File: src/rtl/tx_sched_pkg.sv
// Shared constants for the transmit scheduler: FSM encoding, frame kinds,
// and the beacon sequence-number width.
package tx_sched_pkg;

  localparam int SEQ_W = 8;

  localparam logic [1:0] ST_IDLE  = 2'd0;
  localparam logic [1:0] ST_START = 2'd1;
  localparam logic [1:0] ST_WAIT  = 2'd2;
  localparam logic [1:0] ST_GAP   = 2'd3;

  localparam logic KIND_BEACON = 1'b0;
  localparam logic KIND_DATA   = 1'b1;

endpackage

File: src/rtl/tx_sched_beacon_timer.sv
// Beacon interval timer: down-counts the period, raises a pending flag when
// a beacon falls due and records an overrun when one is already waiting.
module beacon_timer #(
  parameter int PERIOD_W = 16
) (
  input  logic                clk,
  input  logic                reset,
  input  logic                enable,
  input  logic [PERIOD_W-1:0] period,
  input  logic                clear,
  output logic                pending,
  output logic                overrun
);

  localparam logic [PERIOD_W-1:0] ONE = {{(PERIOD_W-1){1'b0}}, 1'b1};

  logic [PERIOD_W-1:0] cnt;
  logic                due;
  logic                pend_kept;

  // A beacon is due when the running counter has expired; a pending flag
  // that is being served this cycle does not count towards an overrun.
  assign due       = enable && (period != '0) && (cnt == '0);
  assign pend_kept = pending && !clear;

  // Counter reload/hold, pending flag and sticky overrun.
  always_ff @(posedge clk) begin
    if (!reset) begin
      cnt     <= period - ONE;
      pending <= 1'b0;
      overrun <= 1'b0;
    end else begin
      if (!enable || (period == '0) || due) begin
        cnt <= period - ONE;
      end else begin
        cnt <= cnt - ONE;
      end
      pending <= due || pend_kept;
      if (due && pend_kept) begin
        overrun <= 1'b1;
      end
    end
  end

endmodule

File: src/rtl/tx_sched.sv
// Transmit scheduler: shares tx_loop between periodic beacons and host data
// frames, issuing a one-cycle start, waiting for frame end (with timeout) and
// inserting a guard gap before the next frame.
module tx_sched
  import tx_sched_pkg::*;
#(
  parameter int PERIOD_W = 16,
  parameter int GUARD    = 8,
  parameter int TIMEOUT  = 1024
) (
  input  logic                clk,
  input  logic                reset,
  input  logic                i_enable,
  input  logic [PERIOD_W-1:0] i_period,
  input  logic                i_req,
  output logic                o_grant,
  output logic                o_tx_start,
  output logic                o_tx_kind,
  input  logic                i_tx_ind,
  output logic                o_busy,
  output logic [SEQ_W-1:0]    o_seq,
  output logic                o_overrun,
  output logic                o_timeout
);

  // One counter serves both the WAIT timeout and the GAP guard interval.
  localparam int CNT_MAX = (TIMEOUT > GUARD) ? TIMEOUT : GUARD;
  localparam int CNT_W   = $clog2(CNT_MAX + 1);
  localparam logic [CNT_W-1:0] TIMEOUT_LAST = CNT_W'(TIMEOUT - 1);
  localparam logic [CNT_W-1:0] GUARD_LAST   = CNT_W'(GUARD - 1);
  localparam logic [CNT_W-1:0] CNT_ONE      = CNT_W'(1);
  localparam logic [SEQ_W-1:0] SEQ_ONE      = SEQ_W'(1);

  logic [1:0]       state;
  logic [CNT_W-1:0] cnt;
  logic             beacon_pend;
  logic             beacon_clr;

  // The pending beacon is consumed in the START cycle of a beacon frame.
  assign beacon_clr = (state == ST_START) && (o_tx_kind == KIND_BEACON);

  beacon_timer #(
    .PERIOD_W (PERIOD_W)
  ) u_beacon_timer (
    .clk     (clk),
    .reset   (reset),
    .enable  (i_enable),
    .period  (i_period),
    .clear   (beacon_clr),
    .pending (beacon_pend),
    .overrun (o_overrun)
  );

  // Scheduler FSM with registered outputs; beacons take priority over data.
  always_ff @(posedge clk) begin
    if (!reset) begin
      state      <= ST_IDLE;
      cnt        <= '0;
      o_grant    <= 1'b0;
      o_tx_start <= 1'b0;
      o_tx_kind  <= KIND_BEACON;
      o_busy     <= 1'b0;
      o_seq      <= '0;
      o_timeout  <= 1'b0;
    end else begin
      o_tx_start <= 1'b0;
      o_grant    <= 1'b0;
      case (state)
        ST_IDLE: begin
          if (i_enable && beacon_pend) begin
            state      <= ST_START;
            o_tx_start <= 1'b1;
            o_tx_kind  <= KIND_BEACON;
            o_busy     <= 1'b1;
          end else if (i_enable && i_req) begin
            state      <= ST_START;
            o_tx_start <= 1'b1;
            o_tx_kind  <= KIND_DATA;
            o_grant    <= 1'b1;
            o_busy     <= 1'b1;
          end
        end
        ST_START: begin
          // Frame-end from tx_loop is not looked at in this cycle.
          state <= ST_WAIT;
          cnt   <= '0;
          if (o_tx_kind == KIND_BEACON) begin
            o_seq <= o_seq + SEQ_ONE;
          end
        end
        ST_WAIT: begin
          if (i_tx_ind) begin
            state <= ST_GAP;
            cnt   <= '0;
          end else if (cnt == TIMEOUT_LAST) begin
            o_timeout <= 1'b1;
            state     <= ST_GAP;
            cnt       <= '0;
          end else begin
            cnt <= cnt + CNT_ONE;
          end
        end
        ST_GAP: begin
          if (cnt == GUARD_LAST) begin
            state     <= ST_IDLE;
            o_busy    <= 1'b0;
            o_tx_kind <= KIND_BEACON;
          end else begin
            cnt <= cnt + CNT_ONE;
          end
        end
        default: begin
          state  <= ST_IDLE;
          o_busy <= 1'b0;
        end
      endcase
    end
  end

endmodule
File: config.mk
export PLATFORM = sky130hd
export DESIGN_NAME = tx_sched
export DESIGN_NICKNAME = d
export VERILOG_FILES = /design/src/rtl/tx_sched_pkg.sv /design/src/rtl/tx_sched_beacon_timer.sv /design/src/rtl/tx_sched.sv
export SDC_FILE = /design/constraint.sdc
export NUM_CORES = 1
export LEC_CHECK = 0
export BUFFER_PORTS_ARGS = -buffer_cell sky130_fd_sc_hd__buf_2
export CAP_MARGIN = 10
export CORE_MARGIN = 3
export CORE_UTILIZATION = 51
export CTS_BUF_LIST = sky130_fd_sc_hd__clkbuf_8 sky130_fd_sc_hd__clkbuf_16
export CTS_CLUSTER_SIZE = 14
export DETAILED_ROUTE_END_ITERATION = 6
export MAX_ROUTING_LAYER = met4
export PLACE_DENSITY = 0.75
export SYNTH_ARGS = -nofsm -noshare
export SYNTH_HDL_FRONTEND = slang
export SYNTH_SLANG_ARGS = --single-unit
File: constraint.sdc
create_clock -name clk -period 1.9 [get_ports clk]
set_input_delay 0.19 -clock clk [delete_from_list [all_inputs] [get_ports clk]]
set_output_delay 0.19 -clock clk [all_outputs]
set_load 0.01 [all_outputs]
==> results by group <==
Status
  • Status: finished, violations left
  • Violated checks: negative setup slack

Synthesis
  • Synth Cell Area: 2364 um^2
  • Syn_area_per_cell: 8.885 um^2
  • Post-synthesis adder-cell area fraction: 4.235%
  • Mapped Cells: 266
  • Post-synthesis xor/xnor area fraction: 15.56%
  • Simple-gate portion of the synthesized area: 26.26%
  • Flip-flop and latch count after synthesis: 44
  • Async S/R FF share, synth: 0%
  • Post-synthesis compound-gate area fraction: 6.511%
  • Seq/Total Area, Yosys: 37.27%
  • Largest family of logic cells by synthesized area: simple AND/OR/NAND/NOR gates
  • Post-synthesis cell type count: 39
  • Post-synth top flop: dfxtp_1
  • Post-synth EDFFs: 0
  • Total of warnings raised by yosys: 0
  • Synthesized Nets: 295
  • Post-synthesis mux area share: 6.776%

Clocking
  • CTS tree: built
  • Cts hold-fix bufs: 0
  • Worst-Skew Late Latency: 300 ps
  • Clock Tree Root: clkbuf_8
  • CTS Sinks: 44
  • Worst-path clk slew: 80 ps
  • H-tree Lvls: 2
  • Buffer depth of the longest clock path: 2
  • CTS buffer count: 5

Placement
  • GP Congestion: 0.7962
  • Dpl cell area: 2708 um^2
  • Port buffer count: 34
  • DP HPWL: 3504 um
  • Post-Place Cells: 365

Run
  • # Max-Cap Violations: 0

Power and ir drop
  • Pwr/cell area: 853.7 nW/um^2
  • Lkg Pwr: 1.165 nW
  • Total power: 2.461 mW
  • Peak VDD IR: 0.4475 mV

Setup path
  • Type of origin of the critical path: flop
  • Crit path largest cell delay: 520 ps
  • Slowest cell on the critical path: or4_4
  • Reg2reg path depth: 6
  • Required time worst endpoint: 2080 ps
  • Worst r2r dst: u_beacon_timer.cnt[3]$_DFF_P_
  • Peak fanout along the critical path: 15
  • Critical path's most frequent cell: or4_4
  • Worst reg2reg startpoint: u_beacon_timer.cnt[11]$_DFF_P_
  • Crit path from: u_beacon_timer.cnt[11]$_DFF_P_
  • CP Cell Sequence: or4_4 -> or4_4 -> nor3_4 -> nor2b_2 -> buf_12 -> mux2i_1
  • Flop2flop setup slack: -30 ps
  • Worst setup path class: reg -> reg
  • CP endpoint kind: flop
  • CP arrival: 2110 ps

Route
  • Via count: 1928
  • Routed WL: 4629 um
  • DRC: 0
  • Pre-antenna DRT Iters: 4
  • Iteration-0 DRC Markers: 56
  • DR vias/cell: 5.155
  • Post-DRT Antenna Nets: 0
  • Wire length per cell: 12.38 um

STA
  • Fin worst setup slack: -33.05 ps
  • Post-route minimum period: 1933 ps
  • Final period util: 101.7%
  • Final setup viols: 15
  • Final Max Slew Viols: 0
  • Endpoints failing hold: 0
  • Slew headroom: 74.44%
  • Tightest Pin Transition: 379.9 ps
  • RSZ-0062 raised after global routing: true
  • Max Fclk: 517.3 MHz
  • Worst Skew: 5.714 ps
  • Fin Hold WS: 176.3 ps

Floorplan
  • Initial Utilization: 53.54%
  • Core footprint: 4414 um^2
  • Row Count: 24
  • Die area: 5487 um^2
  • Die W: 74.08 um
  • Die height: 74.08 um
  • I/O pin count: 35

Hold path
  • Worst Hold Launch: i_enable
  • WHS Path Cells: 3
  • Hold endpoint: u_beacon_timer.pending$_SDFF_PN0_
  • Worst hold-check path type: in -> reg

Layout
  • Ratio of cells with drive above 1 in the final layout: 23.60%
  • Final std cells w/o fill: 374
  • # diodes: 0
  • Post-layout util: 65.31%
  • Cell area after layout: 2883 um^2
  • Fin nets: 350
  • Synth-to-layout area growth: 21.97%
  • Filler cell count: 361

Global routing
  • Congestion Overflow GR: 0
  • Antenna violations before repair: 0
  • Pin count of the biggest net entering global routing: 25
  • GRT Util Overall: 18.43%
  • Vias in the first global route: 1738
  • First-pass GRT wire length: 7631 um
## through the flow
stage / setup WS (ps) / TNS (ps)
floorplan: -68.07 / -680.2
detailed placement: -45.51 / -484.4
global route: -108.4 / -1475
CTS: -41.35 / -338.0
global placement: -35.87 / -505.3
finish: -33.05 / -274.3
## worst max-delay path, delay by kind of cell, from the launching register on
kind / cells / cell delay (ps)
and+or+nand+nor: 4 / 1200
DFF: 1 / 330
buffers and inverters: 1 / 160
muxes: 1 / 130
## cells by family after synthesis
group           Yosys count
fa+ha+maj                 8
xor+xnor                 42
simple gates            121
mux                      16
flops                    44
buf+inv                  15
compound gates           20
## how the worst max path moves through the flow
| stage | cells after the start | end | slack (ps) |
|---|---|---|---|
| after floorplan | 7 | u_beacon_timer.cnt[11]$_DFF_P_ | -70 |
| after detailed placement | 9 | u_beacon_timer.cnt[0]$_DFF_P_ | -50 |
| after global routing | 6 | u_beacon_timer.cnt[7]$_DFF_P_ | -110 |
| final | 6 | u_beacon_timer.cnt[3]$_DFF_P_ | -30 |
| after CTS | 6 | u_beacon_timer.cnt[0]$_DFF_P_ | -40 |
| after global placement | 9 | u_beacon_timer.cnt[0]$_DFF_P_ | -40 |
## Yosys cell counts (3+ instances only)
library cell | instances | area share (%)
mux2i_1 | 16 | 6.8
nor3b_1 | 3 | 0.95
ha_1 | 8 | 4.2
nor3_1 | 7 | 1.5
and2_1 | 8 | 2.1
o21ai_0 | 4 | 0.85
nand4_1 | 5 | 1.3
nor4_1 | 7 | 1.9
clkbuf_1 | 4 | 0.64
xnor2_1 | 26 | 9.6
nand2_1 | 27 | 4.3
a21boi_0 | 4 | 1.3
dfxtp_1 | 44 | 37
nand3_1 | 10 | 2.1
nor2b_1 | 4 | 1.1
or4_1 | 4 | 1.3
xor2_1 | 16 | 5.9
inv_1 | 9 | 1.4
nor2_1 | 32 | 5.1
## cells in the final DEF, fill, tap and decap left out, drive strengths merged, types with 5 or more instances in the layout
master	Yosys	layout
inv	9	10
clkbuf	4	5
mux2i	16	16
xnor2	26	26
nand2	27	27
dfxtp	44	44
buf	2	54
nor2	32	32
nor3	8	8
nor4	7	7
ha	8	8
and2	8	8
xor2	16	16
nand4	5	5
or4	6	6
nand3	10	10
## cell type report
class | instances | area [um^2] | area share (%)
inverters | 9 | 33.78 | 1.172
clock buffers | 5 | 68.82 | 2.387
well taps | 52 | 65.06 | 2.257
multi-input cells | 207 | 1461 | 50.69
flip-flops and latches | 44 | 882.1 | 30.60
repair buffers | 54 | 332.8 | 11.55
clock inverters | 3 | 38.79 | 1.345
## per-layer routing
layer  wire length, um  vias up  GRT usage [%]
met1              2293      874          24.09
met3               132        5          5.676
met4                49        0          4.829
met5                 0        -              -
li1                  -     1026              -
met2              2154       23          27.66
## flip-flops by register name, summed over array words and instances (netlist names)
| name | flops |
|---|---|
| u_beacon_timer.cnt | 16 |
| cnt | 11 |
| o_seq | 8 |
| state | 2 |
| o_busy | 1 |
| o_grant | 1 |
| o_timeout | 1 |
| o_tx_kind | 1 |
| o_tx_start | 1 |
| u_beacon_timer.overrun | 1 |
| u_beacon_timer.pending | 1 |
## where the power goes
part | internal (mW) | switching (mW) | total [mW]
clock network | 0.385 | 0.314 | 0.699
registers | 1.01 | 0.0863 | 1.10
logic | 0.301 | 0.366 | 0.666
total | 1.69 | 0.766 | 2.46
## what timing repair did
item | 4_1_cts | 5_1_grt
setup buffers | 0 | 1
resized for setup | 4 | 12
pin swaps | 0 | 4
setup endpoints to repair | 17 | 26
No activity file was read; power rests on OpenSTA's default activity.
